--- src/rtl/cpu_pkg.sv ---
// Shared types and decode logic for the 16-bit accumulator CPU front end.
// The decode function is also used by the disassembler model.
package cpu_pkg;

   typedef enum logic [4:0] {
      OP_NOP, OP_HALT, OP_TRAP, OP_DROP, OP_PUSH, OP_POP, OP_RETURN, OP_NOT,
      OP_OUT_LO, OP_OUT_HI, OP_SET_DP, OP_LOAD, OP_STORE, OP_ADD, OP_SUB,
      OP_AND, OP_OR, OP_XOR, OP_BRANCH, OP_CALL, OP_IF, OP_ILLEGAL
   } op_t;

   typedef enum logic [2:0] {
      SRC_NONE, SRC_IMM, SRC_RAM_DP, SRC_RAM_SP, SRC_IND_DP, SRC_IND_SP, SRC_ACCUM
   } src_t;

   typedef enum logic [1:0] {COND_Z, COND_NZ, COND_ELSE, COND_NELSE} cond_t;

   typedef enum logic [1:0] {S_OP, S_ARG, S_DATA, S_HOLD} fd_state_t;

   localparam logic [7:0]  B0_LAST_SIMPLE = 8'h0A;
   localparam logic [7:0]  B0_LOAD_ACCUM  = 8'h44;

   localparam logic [4:0]  OPC_LOAD   = 5'b10000;
   localparam logic [4:0]  OPC_ADD    = 5'b10001;
   localparam logic [4:0]  OPC_STORE  = 5'b10010;
   localparam logic [4:0]  OPC_SUB    = 5'b10011;
   localparam logic [4:0]  OPC_AND    = 5'b10100;
   localparam logic [4:0]  OPC_OR     = 5'b10101;
   localparam logic [4:0]  OPC_XOR    = 5'b10110;
   localparam logic [4:0]  OPC_BRANCH = 5'b11000;
   localparam logic [4:0]  OPC_CALL   = 5'b11010;
   localparam logic [4:0]  OPC_IF     = 5'b11110;

   // IF argument may only use bits 4 and 0 (values 000, 001, 010, 011 hex)
   localparam logic [10:0] IF_ARG_MASK = 11'h7EE;

   // rhs is carried as 16 bits plus a flag; the consumer extends it to its width
   typedef struct packed {
      op_t         op;
      src_t        src;
      cond_t       cond;
      logic [15:0] rhs;
      logic        rhs_sext;
      logic [1:0]  len;
   } dec_t;

   // One-arg class with a data-byte source: instruction is three bytes long
   function automatic logic needs_data(input logic [7:0] b0);
      return (b0[7:6] == 2'b10) && (b0[2:1] == 2'b01);
   endfunction

   function automatic dec_t decode_ins(input logic [7:0] b0,
                                       input logic [7:0] b1,
                                       input logic [7:0] d);
      dec_t        r;
      logic [15:0] ins;
      logic        one_arg;
      ins        = {b0, b1};
      one_arg    = 1'b0;
      r.op       = OP_ILLEGAL;
      r.src      = SRC_NONE;
      r.cond     = COND_Z;
      r.rhs      = '0;
      r.rhs_sext = 1'b0;
      r.len      = 2'd2;
      if (!b0[7]) begin
         r.len = 2'd1;
         if (b0 <= B0_LAST_SIMPLE) begin
            r.op = op_t'(b0[4:0]);
         end else if (b0 == B0_LOAD_ACCUM) begin
            r.op  = OP_LOAD;
            r.src = SRC_ACCUM;
         end
      end else begin
         if (needs_data(b0)) r.len = 2'd3;
         case (ins[15:11])
            OPC_LOAD:  begin r.op = OP_LOAD;  one_arg = 1'b1; end
            OPC_ADD:   begin r.op = OP_ADD;   one_arg = 1'b1; end
            OPC_STORE: begin r.op = OP_STORE; one_arg = 1'b1; end
            OPC_SUB:   begin r.op = OP_SUB;   one_arg = 1'b1; end
            OPC_AND:   begin r.op = OP_AND;   one_arg = 1'b1; end
            OPC_OR:    begin r.op = OP_OR;    one_arg = 1'b1; end
            OPC_XOR:   begin r.op = OP_XOR;   one_arg = 1'b1; end
            OPC_BRANCH, OPC_CALL: begin
               r.op       = (ins[12]) ? OP_CALL : OP_BRANCH;
               r.rhs      = {{5{ins[10]}}, ins[10:0]};
               r.rhs_sext = 1'b1;
            end
            OPC_IF: begin
               if ((ins[10:0] & IF_ARG_MASK) == '0) begin
                  r.op   = OP_IF;
                  r.cond = cond_t'({ins[4], ins[0]});
               end
            end
            default: ;
         endcase
         if (one_arg) begin
            casez (ins[10:8])
               3'b00?: begin
                  r.src = SRC_IMM;
                  r.rhs = ins[8] ? {ins[7:0], 8'h00} : {8'h00, ins[7:0]};
               end
               3'b01?: begin
                  r.src = SRC_IMM;
                  r.rhs = ins[8] ? {d, 8'h00} : {8'h00, d};
               end
               3'b1?0: begin
                  r.src = ins[9] ? SRC_RAM_SP : SRC_RAM_DP;
                  r.rhs = {8'h00, ins[7:0]};
               end
               default: begin
                  r.src = ins[9] ? SRC_IND_SP : SRC_IND_DP;
                  r.rhs = {8'h00, ins[7:0]};
               end
            endcase
         end
      end
      return r;
   endfunction

endpackage

--- src/rtl/byte_fifo.sv ---
// Byte-wide prefetch queue with count-based full/empty and synchronous clear.
// Head byte is presented combinationally (show-ahead).
module byte_fifo #(
   parameter int unsigned QDEPTH = 4
) (
   input  logic       clk,
   input  logic       rst_n,
   input  logic       clr_i,
   input  logic       push_i,
   input  logic [7:0] wdata_i,
   input  logic       pop_i,
   output logic [7:0] rdata_o,
   output logic       full_o,
   output logic       empty_o
);

   localparam int unsigned PW = $clog2(QDEPTH);

   logic [7:0]  mem_q [QDEPTH];
   logic [PW-1:0] wr_q, rd_q;
   logic [PW:0]   cnt_q;
   logic          do_push, do_pop;

   assign full_o  = (cnt_q == (PW+1)'(QDEPTH));
   assign empty_o = (cnt_q == '0);
   // push is refused while full even when a pop happens the same cycle
   assign do_push = push_i && !full_o && !clr_i;
   assign do_pop  = pop_i && !empty_o && !clr_i;
   assign rdata_o = mem_q[rd_q];

   // Storage array, written on accepted push
   always_ff @(posedge clk) begin
      if (do_push) mem_q[wr_q] <= wdata_i;
   end

   // Pointers and occupancy count
   always_ff @(posedge clk or negedge rst_n) begin
      if (!rst_n) begin
         wr_q  <= '0;
         rd_q  <= '0;
         cnt_q <= '0;
      end else if (clr_i) begin
         wr_q  <= '0;
         rd_q  <= '0;
         cnt_q <= '0;
      end else begin
         if (do_push) wr_q <= wr_q + PW'(1);
         if (do_pop)  rd_q <= rd_q + PW'(1);
         cnt_q <= cnt_q + (PW+1)'(do_push) - (PW+1)'(do_pop);
      end
   end

endmodule

--- src/rtl/fetch_decode_unit.sv ---
// Fetch/decode stage: buffers program bytes, assembles 1-3 byte
// instructions and presents one registered decoded instruction per transfer.
module fetch_decode_unit #(
   parameter int unsigned WIDTH  = 16,
   parameter int unsigned ADDR_W = 16,
   parameter int unsigned QDEPTH = 4
) (
   input  logic              clk,
   input  logic              rst_n,
   input  logic [7:0]        fetch_data,
   input  logic              fetch_valid,
   output logic              fetch_ready,
   input  logic              flush,
   input  logic [ADDR_W-1:0] flush_pc,
   output logic              dec_valid,
   input  logic              dec_ready,
   output logic [4:0]        dec_op,
   output logic [2:0]        dec_src,
   output logic [1:0]        dec_cond,
   output logic [WIDTH-1:0]  dec_rhs,
   output logic [1:0]        dec_len,
   output logic [ADDR_W-1:0] dec_pc
);
   import cpu_pkg::*;

   fd_state_t         state_q, state_d;
   logic [ADDR_W-1:0] pc_q, pc_d;
   logic [7:0]        b0_q, b0_d, b1_q, b1_d;
   op_t               op_q, op_d;
   src_t              src_q, src_d;
   cond_t             cond_q, cond_d;
   logic [WIDTH-1:0]  rhs_q, rhs_d;
   logic [1:0]        len_q, len_d;
   logic [ADDR_W-1:0] dpc_q, dpc_d;

   logic [7:0]        q_head;
   logic              q_full, q_empty, q_pop, q_push;
   logic              load_out;
   logic [7:0]        in_b0, in_b1, in_d;
   dec_t              dcur;
   logic [WIDTH-1:0]  rhs_ext;

   assign fetch_ready = !q_full;
   assign q_push      = fetch_valid && !q_full;

   byte_fifo #(.QDEPTH(QDEPTH)) u_queue (
      .clk     (clk),
      .rst_n   (rst_n),
      .clr_i   (flush),
      .push_i  (q_push),
      .wdata_i (fetch_data),
      .pop_i   (q_pop),
      .rdata_o (q_head),
      .full_o  (q_full),
      .empty_o (q_empty)
   );

   assign dec_valid = (state_q == S_HOLD);
   assign dec_op    = op_q;
   assign dec_src   = src_q;
   assign dec_cond  = cond_q;
   assign dec_rhs   = rhs_q;
   assign dec_len   = len_q;
   assign dec_pc    = dpc_q;

   // Next-state, byte collection, decode and output-register load
   always_comb begin
      state_d  = state_q;
      pc_d     = pc_q;
      b0_d     = b0_q;
      b1_d     = b1_q;
      op_d     = op_q;
      src_d    = src_q;
      cond_d   = cond_q;
      rhs_d    = rhs_q;
      len_d    = len_q;
      dpc_d    = dpc_q;
      q_pop    = 1'b0;
      load_out = 1'b0;
      in_b0    = b0_q;
      in_b1    = b1_q;
      in_d     = q_head;

      unique case (state_q)
         S_OP: begin
            if (!q_empty) begin
               q_pop = 1'b1;
               b0_d  = q_head;
               dpc_d = pc_q;
               in_b0 = q_head;
               if (!q_head[7]) begin
                  load_out = 1'b1;
                  state_d  = S_HOLD;
               end else begin
                  state_d  = S_ARG;
               end
            end
         end
         S_ARG: begin
            if (!q_empty) begin
               q_pop = 1'b1;
               b1_d  = q_head;
               in_b1 = q_head;
               if (needs_data(b0_q)) begin
                  state_d  = S_DATA;
               end else begin
                  load_out = 1'b1;
                  state_d  = S_HOLD;
               end
            end
         end
         S_DATA: begin
            if (!q_empty) begin
               q_pop    = 1'b1;
               load_out = 1'b1;
               state_d  = S_HOLD;
            end
         end
         S_HOLD: begin
            if (dec_ready) state_d = S_OP;
         end
         default: state_d = S_OP;
      endcase

      if (q_pop) pc_d = pc_q + ADDR_W'(1);

      // flush discards any partial or held instruction and redirects the PC
      if (flush) begin
         state_d  = S_OP;
         pc_d     = flush_pc;
         q_pop    = 1'b0;
         load_out = 1'b0;
         b0_d     = b0_q;
         b1_d     = b1_q;
         dpc_d    = dpc_q;
      end

      dcur    = decode_ins(in_b0, in_b1, in_d);
      rhs_ext = WIDTH'(dcur.rhs);
      if (dcur.rhs_sext) begin
         for (int unsigned i = 16; i < WIDTH; i++) rhs_ext[i] = dcur.rhs[15];
      end

      if (load_out) begin
         op_d   = dcur.op;
         src_d  = dcur.src;
         cond_d = dcur.cond;
         rhs_d  = rhs_ext;
         len_d  = dcur.len;
      end
   end

   // State, PC, collected bytes and decoded output registers
   always_ff @(posedge clk or negedge rst_n) begin
      if (!rst_n) begin
         state_q <= S_OP;
         pc_q    <= '0;
         b0_q    <= '0;
         b1_q    <= '0;
         op_q    <= OP_NOP;
         src_q   <= SRC_NONE;
         cond_q  <= COND_Z;
         rhs_q   <= '0;
         len_q   <= '0;
         dpc_q   <= '0;
      end else begin
         state_q <= state_d;
         pc_q    <= pc_d;
         b0_q    <= b0_d;
         b1_q    <= b1_d;
         op_q    <= op_d;
         src_q   <= src_d;
         cond_q  <= cond_d;
         rhs_q   <= rhs_d;
         len_q   <= len_d;
         dpc_q   <= dpc_d;
      end
   end

endmodule

--- config.mk ---
export PLATFORM = sky130hd
export DESIGN_NAME = fetch_decode_unit
export DESIGN_NICKNAME = d
export VERILOG_FILES = /design/src/rtl/cpu_pkg.sv /design/src/rtl/byte_fifo.sv /design/src/rtl/fetch_decode_unit.sv
export SDC_FILE = /design/constraint.sdc
export NUM_CORES = 1
export LEC_CHECK = 0
export ABC_CLOCK_PERIOD_IN_PS = 3900
export CAP_MARGIN = 10
export CELL_PAD_IN_SITES_DETAIL_PLACEMENT = 1
export CELL_PAD_IN_SITES_GLOBAL_PLACEMENT = 1
export CORE_MARGIN = 10
export CORE_UTILIZATION = 48
export CTS_CLUSTER_DIAMETER = 150
export CTS_CLUSTER_SIZE = 10
export DETAILED_ROUTE_END_ITERATION = 8
export GPL_ROUTABILITY_DRIVEN = 1
export GPL_TIMING_DRIVEN = 1
export MAX_ROUTING_LAYER = met4
export PLACE_DENSITY = 0.95
export RECOVER_POWER = 50
export SLEW_MARGIN = 20
export SYNTH_ARGS = -nofsm -noshare
export SYNTH_HDL_FRONTEND = slang
export SYNTH_SLANG_ARGS = --single-unit
--- constraint.sdc ---
create_clock -name clk -period 3.9 [get_ports clk]
set_input_delay 0.585 -clock clk [delete_from_list [all_inputs] [get_ports clk]]
set_output_delay 0.585 -clock clk [all_outputs]
set_load 0.01 [all_outputs]
======== Word level (Yosys, flattened, before mapping) ========
Memory sizes are Yosys's and may differ from the RTL's.
Cells that the tools add are included.
word-level totals
  register bits after elaboration ......... 85
  memory bits (writable) .................. 32
  input port bits ......................... 29
  output and inout port bits .............. 46
  memories kept ........................... 1
memory list
  name           words  width  read ports  clocked after memory_dff  write ports  RTL line         text
  u_queue.mem_q  4      8      1           0                         1            byte_fifo.sv:19  logic [7:0] mem_q [QDEPTH];
operators by class
  add/sub/neg operators ................... 5
  magnitude comparators ................... 1
  eq/ne operators ......................... 24
  muxes and demuxes ....................... 53
  bitwise logic cells ..................... 2
  reduce and logical (&&, ||, !) cells .... 23
operators by type and width
  operator                                                                          count
  16-bit two-way mux                                                                5
  5-bit equality test, second input constant                                        10
  8-bit two-way mux                                                                 6
  5-bit case mux with 9 select lines                                                1
  16-bit case mux with 2 select lines                                               1
  2-bit two-way mux                                                                 13
  19-bit two-way mux                                                                1
  1-bit two-way mux                                                                 18
  17-bit two-way mux                                                                1
  16-bit by 1-bit adder with 16-bit output, second input constant                   1
  11-bit logical NOT                                                                1
  2-bit equality test, second input constant                                        5
  3-bit two-way mux                                                                 3
  3-bit inequality test, second input constant                                      3
  8-bit by 7-bit equality test with 1-bit output, second input constant             1
  8-bit by 4-bit less-or-equal comparator with 1-bit output, second input constant  1
  2-bit case mux with 4 select lines                                                1
  1-bit logical AND                                                                 7
  7-bit OR reduction                                                                1
  2-bit by 1-bit equality test with 1-bit output, second input constant             3
  3-bit case mux with 2 select lines                                                1
  2-bit nonzero test                                                                3
  5-bit two-way mux                                                                 1
  2-bit by 1-bit adder with 2-bit output, second input constant                     2
  other kinds (13)                                                                  18

======== Depth between registers and ports, before layout ========
Gate-level depths: netlist of the first run.
  depth after elaboration ................. 9
  gate-level depth with buffers ........... 11
  mapped depth without buffers ............ 11

======== Modules after synthesis ========
A second synthesis of the first run with hierarchy kept.
second synthesis, totals
  cells, all modules ...................... 508
  area total of the unflattened synthesis .. 5,905.7 µm²
modules (own cells, without submodules)
  module             instances  cells an instance  area an instance (µm²)  sequential area each (µm²)
  fetch_decode_unit  1          419                4,279.1                 1,951.9
  byte_fifo          1          89                 1,626.6                 1,136.1

======== Least setup slack after synthesis of the first run ========
No wires, ideal clock.
  path kind ............................... reg2reg
  start point ............................. register u_queue.cnt_q[1]
  end point ............................... register rhs_q[3], in the netlist dec_rhs[3]
  data arrival time ....................... 2,520 ps
  required time ........................... 3,774 ps
  path slack .............................. 1,254 ps
  cell stages (with the launch flop) ...... 8
  path buffers ............................ 1
  period minus slack after synthesis ...... 2,646 ps
  cells stage by stage .................... dfrtp_1 -> o31ai_1 -> buf_2 -> mux2_2 -> a311oi_4 -> nand3_1 -> and4_1 -> a221o_1
between the ends
  cells in the longest elaborated chain, start to end .. 9
  elaborated cells on any way between the ends .. 31
  those cells by class .................... 10 x eq/ne; 17 x mux; 4 x reduce/logical
RTL lines
  item                                 RTL line                  text
  start, declared                      byte_fifo.sv:21           logic [PW:0] cnt_q;
  start signal, assigned               byte_fifo.sv:49           cnt_q <= cnt_q + (PW+1)'(do_push) - (PW+1)'(do_pop);
  3-bit logical NOT (*)                byte_fifo.sv:25           assign empty_o = (cnt_q == '0);
  8-bit two-way mux                    fetch_decode_unit.sv:86   if (!q_empty) begin
  8-bit two-way mux                    fetch_decode_unit.sv:84   unique case (state_q)
  5-bit equality test                  cpu_pkg.sv:75             case (ins[15:11])
  7-bit OR reduction (no source line)  n/a
  1-bit two-way mux                    cpu_pkg.sv:75
  1-bit two-way mux                    cpu_pkg.sv:65             if (!b0[7]) begin
  16-bit two-way mux                   cpu_pkg.sv:96             if (one_arg) begin
  19-bit two-way mux                   cpu_pkg.sv:65
  end signal, assigned                 fetch_decode_unit.sv:174  rhs_q <= rhs_d;
  end, declared                        fetch_decode_unit.sv:32   logic [WIDTH-1:0] rhs_q, rhs_d;
Mark *: on every way between the ends. The rest lies on a longest branch, timed or not. The select of a mux whose other input is x is not followed.
A chain may end at the register's enable or synchronous reset.

======== Final worst setup path of the first run ========
  start point ............................. input port flush
  end point ............................... register dpc_q[7], in the netlist dec_pc[7]
between the ends
  cells in the longest elaborated chain, start to end .. 2
RTL lines
  item                                  RTL line                  text
  start, declared                       fetch_decode_unit.sv:13   input logic flush,
  1-bit inverter (no source line)       n/a
  3-bit AND reduction (no source line)  n/a
  end signal, assigned                  fetch_decode_unit.sv:176  dpc_q <= dpc_d;
  end, declared                         fetch_decode_unit.sv:34   logic [ADDR_W-1:0] dpc_q, dpc_d;
No other way between the ends.

==> reports/qor.csv, run 1 <==
metric;value;unit
fp.dieArea;16500;µm²
drcViolationCount;0;
setup.worst_path.class;in2reg;
post_synth.cell_area_avg;12.2;µm²
finalWeightedCongestion;0.876;
ir_drop;0.494;mV
routed_via_count;4248;
place_ws;0.676;ns
area_growth_syn_to_layout;25.5;%
crit_slowest_cell;clkbuf_1;
crit_fanout;46;
post_synth_inst_count;462;
violations;max-capacitance violations, max-slew violations;
post_synthesis_cell_area;5650;µm²
post_drt_wl_per_cell;23.7;µm
detail_route.first_pass.iterations;4;
max-slew-margin-rel;-42.6;%
cp.depth;5;
global_route_usage_over_all_layers;21.3;%
post_cts_buffers;0;
finalCriticalPeriod;3.33;ns
die_height;128;µm
setup.worst_path.end_class;flop;
buffer_ports.inserted;74;
final_critical_path_setup_slack;0.571;ns
hold_buffers;0;
tritoncts;done;
power.leakage;2.91;nW
cts_resized;0;
postSynthRegisterBits;117;
hold_viol_final;0;
io_pins;75;
tritoncts.num_buffers;17;
timing_worst_slew_pin_value;2.14;ns
status;finished, violations left;
grt_max_degree;86;
cts-htree-levels;4;
worstPathRequired;4.21;ns
cp_data_arrival_time;3.64;ns
grt_first_pass_wirelength;26700;µm
path_clk_slew;0.05;ns
hold_path.class;reg2reg;
timing.critical_path.slowest_cell_delay;1.49;ns
design.core.area;11500;µm²
synth_enable_flop_cells;32;
synth_flop_cell;dfrtp_1;
first_global_vias;4749;
dp_hpwl;11400;µm
n_antenna_cell;0;
synth_cell_types;56;
tns;0;ns
critPathBufInv;3;
highest_clock_rate;300;MHz
cts_num_sinks;117;
detail_route.vias_per_cell;6.07;
power.density_cell_area;894;nW/µm²
final_max_slew_viol_count;133;
worst_skew_pair.late_latency;0.43;ns
synth_seq_area_share;54.7;%
fin_skew;0.00765;ns
totalWireLength;16600;µm
initial_antenna_violation_count;0;
startpoint_type;input pin;
worst_path_cell_chain;dlygate4sd3_1, clkbuf_1, nor2_2, buf_4, mux2_2;
worst_hold_path.num_cells;2;
synth-async-reset-ratio;72.6;%
route.antenna.remaining_nets;0;
syn_nets;504;
maximum_capacitance_violations;2;
clk_root_buffer_cell;clkbuf_16;
post_route_cells_drive_above_1_share;17.4;%
fill_cells;1145;
synth-warning-count;0;
overflow;0;
path_delay_family;buffers and inverters;
clock_tree.buffer_depth;2;
finalHoldWorstSlack;0.479;ns
die_x_extent;128;µm
placement_row_count;39;
fin_crit_sh;85.4;%
layout.nets;586;
starting_utilization_of_the_core_area;49.2;%
worstRegToRegCells;6;
initialDrtViolationCount;363;
setup_violations;0;
grt_setup_unrepaired;no;
## worst min-delay path, delay by kind of cell, from the launching register on
family / cells / cell delay, ns
AO/OA/AOI/OAI: 1 / 0.06
flip-flops: 1 / 0.34
AND/OR/NAND/NOR: 1 / 0.05
## routing by layer
| layer | part of all wire (%) | vias to the layer above | global-route usage [%] |
|---|---|---|---|
| met5 | 0 | - | - |
| met4 | 2.4 | 0 | 7.95 |
| met3 | 5.2 | 35 | 5.22 |
| met2 | 52 | 149 | 35.2 |
| met1 | 41 | 2178 | 24.5 |
| li1 | - | 1886 | - |
## cell type report
class	count	area, µm²	share of cell area, %
flip-flops and latches	117	3090	43.6
multi-input cells	319	2470	34.8
repair buffers	80	777	11.0
clock buffers	18	429	6.06
well taps	143	179	2.52
clock inverters	14	114	1.61
inverters	9	33.8	0.477
## power breakdown
part	total (mW)	switching (mW)	internal (mW)	leakage, nW
logic	2.94	1.65	1.29	1.30
registers	1.96	0.326	1.63	1.36
clock network	1.44	0.576	0.865	0.257
## cell families (layout without fill, tap and decap cells)
logic type	count (synthesis)	count (layout)	share of synthesized area, %
simple gates	123	123	10.5
flops	117	117	54.7
compound gates	92	92	11.2
fa+ha+maj	13	13	3.01
buf+inv	26	121	1.93
xor+xnor	20	20	3.10
mux	71	71	15.6
## synth_stat cells, drive strengths merged, types with 2 or more instances
| cell type | n | area share [%] |
|---|---|---|
| dfrtp | 85 | 38 |
| nand2 | 51 | 3.4 |
| mux2 | 45 | 9.1 |
| o21ai | 33 | 2.9 |
| edfxtp | 32 | 17 |
| nor2 | 25 | 1.7 |
| mux2i | 18 | 3.3 |
| a21oi | 16 | 1.4 |
| a22o | 12 | 1.9 |
| clkbuf | 12 | 0.80 |
| ha | 12 | 2.7 |
| xor2 | 11 | 1.7 |
| nand3 | 10 | 0.89 |
| inv | 9 | 0.60 |
| xnor2 | 9 | 1.4 |
| mux4 | 8 | 3.2 |
| nor3 | 7 | 0.62 |
| nand4 | 6 | 0.66 |
| o31ai | 6 | 0.80 |
| and3 | 5 | 0.55 |
| and4 | 5 | 0.78 |
| buf | 5 | 0.53 |
| and2 | 4 | 0.44 |
| a22oi | 3 | 0.40 |
| a32o | 3 | 0.53 |
| a211o | 2 | 0.31 |
| a221o | 2 | 0.35 |
| a311oi | 2 | 0.62 |
| a31oi | 2 | 0.22 |
| nor4 | 2 | 0.33 |
| or3 | 2 | 0.22 |
## per-stage QoR
step	cells	area [µm²]	utilization, %	power [mW]
final	700	7090	61.8	6.34
after global routing	700	7090	61.8	6.69
after CTS	700	7090	61.9	6.37
after detailed placement	668	6550	57.1	4.86
after global placement	668	6550	57.1	4.67
after floorplan	462	5650	-	3.71
## placed cells by master (no fill, tap or decap), types with 7 or more instances in the layout
master           count
a21oi_1             16
o21ai_0             32
mux4_2               8
dlygate4sd3_1       24
nand3_1             10
nand2_1             51
mux2_2              43
xor2_1              11
dfrtp_1             85
nor3_1               7
a22o_1              12
xnor2_1              9
clkbuf_16           17
edfxtp_1            32
ha_1                12
clkdlybuf4s50_1     49
mux2i_1             16
inv_1                9
nor2_1              24
## worst paths after layout
kind,from,end,slack (ns)
max in group asynchronous,rst_n,dec_pc[7]$_DFFE_PN0P_,1.85
min reg2reg,dec_len[0]$_DFFE_PN0P_,dec_len[0]$_DFFE_PN0P_,0.48
max,flush,dec_pc[7]$_DFFE_PN0P_,0.57
min,dec_len[0]$_DFFE_PN0P_,dec_len[0]$_DFFE_PN0P_,0.48
min in group asynchronous,rst_n,dec_rhs[10]$_DFFE_PN0P_,0.78
max reg2reg,u_queue.rd_q[0]$_DFFE_PN0P_,dec_rhs[5]$_DFFE_PN0P_,0.63
## flip-flops by register name, summed over array words and instances (netlist names)
register	count
u_queue.mem_q	32
dec_pc	16
dec_rhs	16
pc_q	16
b0_q	8
b1_q	8
dec_op	5
dec_src	3
u_queue.cnt_q	3
dec_cond	2
dec_len	2
state_q	2
u_queue.rd_q	2
u_queue.wr_q	2
(Power assumes the default switching activity.)
==> run 2: changes to the inputs <==
--- a/config.mk
+++ b/config.mk
@@ -6,7 +6,6 @@
 export NUM_CORES = 1
 export LEC_CHECK = 0
 export ABC_CLOCK_PERIOD_IN_PS = 3900
-export CAP_MARGIN = 10
 export CELL_PAD_IN_SITES_DETAIL_PLACEMENT = 1
 export CELL_PAD_IN_SITES_GLOBAL_PLACEMENT = 1
 export CORE_MARGIN = 10
==> results of run 2 <==
Final layout, timing and power as in run 1 (identical DEF).
